## src/rtl/round_timer_pkg.sv

```systemverilog
// Shared definitions for the round timer and its consumers (score/display):
// state encoding plus the default round length and step size.
package round_timer_pkg;

  typedef enum logic [1:0] {
    ST_IDLE    = 2'd0,
    ST_RUN     = 2'd1,
    ST_PAUSED  = 2'd2,
    ST_EXPIRED = 2'd3
  } state_t;

  localparam int DEFAULT_ROUND_SEC = 180;
  localparam int DEFAULT_STEP_SEC  = 30;

endpackage

```

## src/rtl/tick_sync_edge.sv

```systemverilog
// Synchronises an asynchronous level into clk and flags every toggle (both edges).
// edge_out is high for one cycle, SYNC_STAGES edges after the level is first sampled.
module tick_sync_edge #(
  parameter int SYNC_STAGES = 2
) (
  input  logic clk,
  input  logic reset,
  input  logic async_in,
  output logic edge_out
);

  logic [SYNC_STAGES-1:0] sync_q;
  logic                   prev_q;

  always_ff @(posedge clk or posedge reset) begin
    if (reset) begin
      sync_q <= '0;
      prev_q <= 1'b0;
    end else begin
      sync_q <= {sync_q[SYNC_STAGES-2:0], async_in};
      prev_q <= sync_q[SYNC_STAGES-1];
    end
  end

  assign edge_out = sync_q[SYNC_STAGES-1] ^ prev_q;

endmodule

```

## src/rtl/round_timer.sv

```systemverilog
// Game round countdown driven by toggles of the 30 s divider output; saturating decrement.
// Optional low-time warning output enabled by defining ROUND_TIMER_WARN_EN.
module round_timer
  import round_timer_pkg::*;
#(
  parameter int ROUND_SEC   = DEFAULT_ROUND_SEC,
  parameter int STEP_SEC    = DEFAULT_STEP_SEC,
  parameter int SYNC_STAGES = 2,
  parameter int CNT_W       = 8
`ifdef ROUND_TIMER_WARN_EN
  ,
  parameter int WARN_SEC    = 30
`endif
) (
  input  logic             clk,
  input  logic             reset,
  input  logic             tick_in,
  input  logic             start,
  input  logic             pause,
  output logic [CNT_W-1:0] remaining,
  output logic [1:0]       state,
  output logic             running,
  output logic             expired,
  output logic             step_pulse,
  output logic             expire_pulse,
  output logic             warn
);

  localparam logic [CNT_W-1:0] ROUND_C = CNT_W'(ROUND_SEC);
  localparam logic [CNT_W-1:0] STEP_C  = CNT_W'(STEP_SEC);

  state_t           state_q, state_d;
  logic [CNT_W-1:0] remaining_q, remaining_d;
  logic             step_q, step_d;
  logic             expire_q, expire_d;
  logic             tick_edge;

  tick_sync_edge #(
    .SYNC_STAGES (SYNC_STAGES)
  ) u_tick_sync (
    .clk      (clk),
    .reset    (reset),
    .async_in (tick_in),
    .edge_out (tick_edge)
  );

  // start outranks everything; in RUN, pause outranks a same-cycle tick edge.
  always_comb begin
    state_d     = state_q;
    remaining_d = remaining_q;
    step_d      = 1'b0;
    expire_d    = 1'b0;
    if (start) begin
      state_d     = ST_RUN;
      remaining_d = ROUND_C;
    end else begin
      case (state_q)
        ST_RUN: begin
          if (pause) begin
            state_d = ST_PAUSED;
          end else if (tick_edge) begin
            step_d = 1'b1;
            if (remaining_q > STEP_C) begin
              remaining_d = remaining_q - STEP_C;
            end else begin
              remaining_d = '0;
              expire_d    = 1'b1;
              state_d     = ST_EXPIRED;
            end
          end
        end
        ST_PAUSED: begin
          if (pause) state_d = ST_RUN;
        end
        default: ;
      endcase
    end
  end

  always_ff @(posedge clk or posedge reset) begin
    if (reset) begin
      state_q     <= ST_IDLE;
      remaining_q <= '0;
      step_q      <= 1'b0;
      expire_q    <= 1'b0;
    end else begin
      state_q     <= state_d;
      remaining_q <= remaining_d;
      step_q      <= step_d;
      expire_q    <= expire_d;
    end
  end

  assign remaining    = remaining_q;
  assign state        = state_q;
  assign running      = (state_q == ST_RUN);
  assign expired      = (state_q == ST_EXPIRED);
  assign step_pulse   = step_q;
  assign expire_pulse = expire_q;

`ifdef ROUND_TIMER_WARN_EN
  localparam logic [CNT_W-1:0] WARN_C = CNT_W'(WARN_SEC);

  logic warn_q, warn_d;

  // Evaluated on next-state values so warn moves on the same edge as remaining.
  assign warn_d = ((state_d == ST_RUN) || (state_d == ST_PAUSED)) &&
                  (remaining_d != '0) && (remaining_d <= WARN_C);

  always_ff @(posedge clk or posedge reset) begin
    if (reset) warn_q <= 1'b0;
    else       warn_q <= warn_d;
  end

  assign warn = warn_q;
`else
  assign warn = 1'b0;
`endif

endmodule

```

## config.mk

```make
export PLATFORM = sky130hd
export DESIGN_NAME = round_timer
export DESIGN_NICKNAME = d
export VERILOG_FILES = /design/src/rtl/round_timer_pkg.sv /design/src/rtl/tick_sync_edge.sv /design/src/rtl/round_timer.sv
export SDC_FILE = /design/constraint.sdc
export NUM_CORES = 1
export LEC_CHECK = 0
export BUFFER_PORTS_ARGS = -buffer_cell sky130_fd_sc_hd__buf_4
export CAP_MARGIN = 10
export CORE_MARGIN = 3
export CORE_UTILIZATION = 40
export DETAILED_ROUTE_END_ITERATION = 6
export PLACE_DENSITY_LB_ADDON = 0.1
export RECOVER_POWER = 100
export SYNTH_ARGS = -nofsm -noshare
export SYNTH_HDL_FRONTEND = slang
export SYNTH_SLANG_ARGS = --single-unit
```

## constraint.sdc

```tcl
create_clock -name clk -period 1.5 [get_ports clk]
set_input_delay 0.3 -clock clk [delete_from_list [all_inputs] [get_ports clk]]
set_output_delay 0.3 -clock clk [all_outputs]
set_load 0.03 [all_outputs]
```

==> reports/metrics.cfg <==
[drt]
wl_per_cell_um=14.2
vias_per_cell=5.70
ant_nets=0
drt_iter0_drc=20
via_count=638
post-route-drc-count=0
first_pass_iters=6
routed_wl_um=1590

[timing]
fin_crit_ns=1.50
slew_viol_final=0
fmax_mhz=666
fin_skew_ns=0.0157
tightest_slew_ns=0.540
post-route-period-util_pct=100
final.setup.tns_ns=-0.000828
final-setup-viol-count=1
hold_viol_final=0
timing.hold.ws_ns=0.0489
relSlewSlack_pct=64.0
setup_slack_ns=-0.000828
rsz0062_at_grt=yes

[placed_design]
post-dp-hpwl_um=1150
placed_cells=107
place_congestion=0.782
placed_cell_area_um2=932
portBuffers=17

[cells_and_area]
final_cell_mix=buf_4 (13), dfrtp_1 (10), clkbuf_2 (7)
final_area_um2=937
final_nets=103
layout.cells.non_filler=112
drive_above_1_share_pct=37.5
area_growth_pct=32.6
diodes=0
layout_commonest_cell=buf_4
post-route-util_pct=59.4

[grt]
grt_pass1_wl_um=2370
grt-ovfl-total=0
grt_pass1_vias=513
grt_max_degree=18
grt_usage_pct=15.0
antenna_found_initial=0

[power]
power.density_nw_per_um2=892
switchingPower_mw=0.256
p_comb_share_pct=23.7
pwr-share-seq_pct=49.3
netSwitchingFraction_pct=30.6
p_leak_nw=0.401
pwr-share-clk_pct=27.0
p_int_mw=0.580
ir_drop_mv=0.581

[critical_path]
cp-start-kind=register
crit_required_ns=1.66
cp.arrival_ns=1.66
cp_num_buf_inv=0
crit_fanout=2
r2r_slack_ns=-0.0008
cpPeakStageDelay_ns=0.42
critical_path.top_delay_family=compound AO/OA/AOI/OAI gates
path_cells=or3_4 > a211o_1 > a221o_1
cpMaxStageDelayCell=dfrtp_2
cp-end-kind=register
critical_path_class=register to register

[yosys]
ys_types=39
syn_area_um2=707
yosysTopAreaCell=dfrtp_1
synthTopCellsByArea=dfrtp_1 (50%), nor3_1 (2.1%), a211oi_1 (2.1%), buf_4 (2.1%), nor3b_1 (2.1%)
synth_edf_count=0
synth_cells=65
async_flop_share_pct=100
yosysWarnings=0
syn_area_per_cell_um2=10.9
synth_ff_type=dfrtp_1
yosysTopAreaCellShare_pct=49.6
ys_ff_latch=14
yosysSeqAreaShare_pct=49.6

[clock_network]
cts_tree=built
ctsHoldBuffers=0
cts_buffer_depth=2
cts_max_level=1
clockRootBuffer=clkbuf_4
clk_latency_ns=0.29
clkSinkCount=14
numCtsBuffers=3
clk_pin_slew_ns=0.09

[flow_run]
maxCapViolCount=0

[floorplan]
core-area_um2=1580
num_rows=14
die_h_um=48.0
dieArea_um2=2310
io_pins=20
die_x_um=48.0
start_util_pct=44.8

[run_status]
status=finished, violations left
violations=negative setup slack

[hold_path]
hp-class=input port to asynchronous set/reset pin

-- layer usage --
layer | vias up | wire length, um | track usage (%) | part of all wire (%)
li1 | 309 | - | - | -
met1 | 307 | 749 | 20.8 | 47
met2 | 20 | 729 | 21.4 | 46
met3 | 2 | 91 | 3.38 | 5.7
met4 | 0 | 16 | 8.06 | 1.0
met5 | - | 0 | 0 | 0
-- cells in the mapped netlist (all sizes together), types with 2 or more instances --
| library cell | number |
|---|---|
| a211o | 2 |
| a211oi | 2 |
| a21oi | 2 |
| buf | 2 |
| dfrtp | 14 |
| inv | 3 |
| nand3 | 2 |
| nor2 | 3 |
| nor2b | 2 |
| nor3 | 3 |
| nor3b | 3 |
| or4 | 2 |
-- power by group through the flow --
| stage | sequential, mW | clock (mW) | combinational [mW] |
|---|---|---|---|
| finish | 0.412 | 0.225 | 0.198 |
| global route | 0.415 | 0.248 | 0.214 |
| detailed placement | 0.420 | 0 | 0.202 |
| floorplan | 0.451 | 0 | 0.0890 |
| CTS | 0.412 | 0.238 | 0.209 |
| global placement | 0.419 | 0 | 0.200 |
-- path summary, 6_finish.rpt --
| path | from | endpoint | cells after the start |
|---|---|---|---|
| setup / recovery | remaining[5]$_DFFE_PP0P_ | remaining[4]$_DFFE_PP0P_ | 3 |
| hold / removal | reset | remaining[3]$_DFFE_PP0P_ | 2 |
| setup reg to reg | remaining[5]$_DFFE_PP0P_ | remaining[4]$_DFFE_PP0P_ | 3 |
| hold reg to reg | u_tick_sync.sync_q[0]$_DFF_PP0_ | u_tick_sync.sync_q[1]$_DFF_PP0_ | 0 |
| max in group asynchronous | reset | state[0]$_DFFE_PP0P_ | 2 |
| min in group clk | tick_in | u_tick_sync.sync_q[0]$_DFF_PP0_ | 1 |
-- registers in the layout, indices dropped and copies added (netlist names) --
signal              count
expire_pulse            1
remaining               7
state                   2
step_pulse              1
u_tick_sync.prev_q      1
u_tick_sync.sync_q      2
-- what timing repair did --
action	4_1_cts	5_1_grt
gates cloned	0	0
buffers inserted	1	0
setup endpoints to repair	2	3
resized for setup	1	1
pin swaps	3	1
-- area by class of cell --
class	count	area, um^2
inverter	3	11.3
multi-input combinational	46	335
timing repair buffer	29	189
sequential	14	355
clock buffer	4	26.3
fill	145	639
tap	16	20.0
-- per-stage QoR --
step	worst slack, ns	power [mW]
floorplan	-0.0632	0.540
global placement	0.0254	0.619
detailed placement	0.000912	0.622
CTS	-0.00284	0.859
global route	-0.0260	0.877
finish	-0.000828	0.836
-- cell families after synthesis --
kind of cell             after synthesis  share of synthesized area (%)
other                                  1                          0.530
buffers and inverters                  6                           4.25
AO/OA/AOI/OAI                         18                           20.4
adder cells (fa/ha/maj)                1                           1.77
flip-flops                            14                           49.6
XOR/XNOR                               2                           2.48
AND/OR/NAND/NOR                       23                           21.1
(Power assumes the default switching activity.)
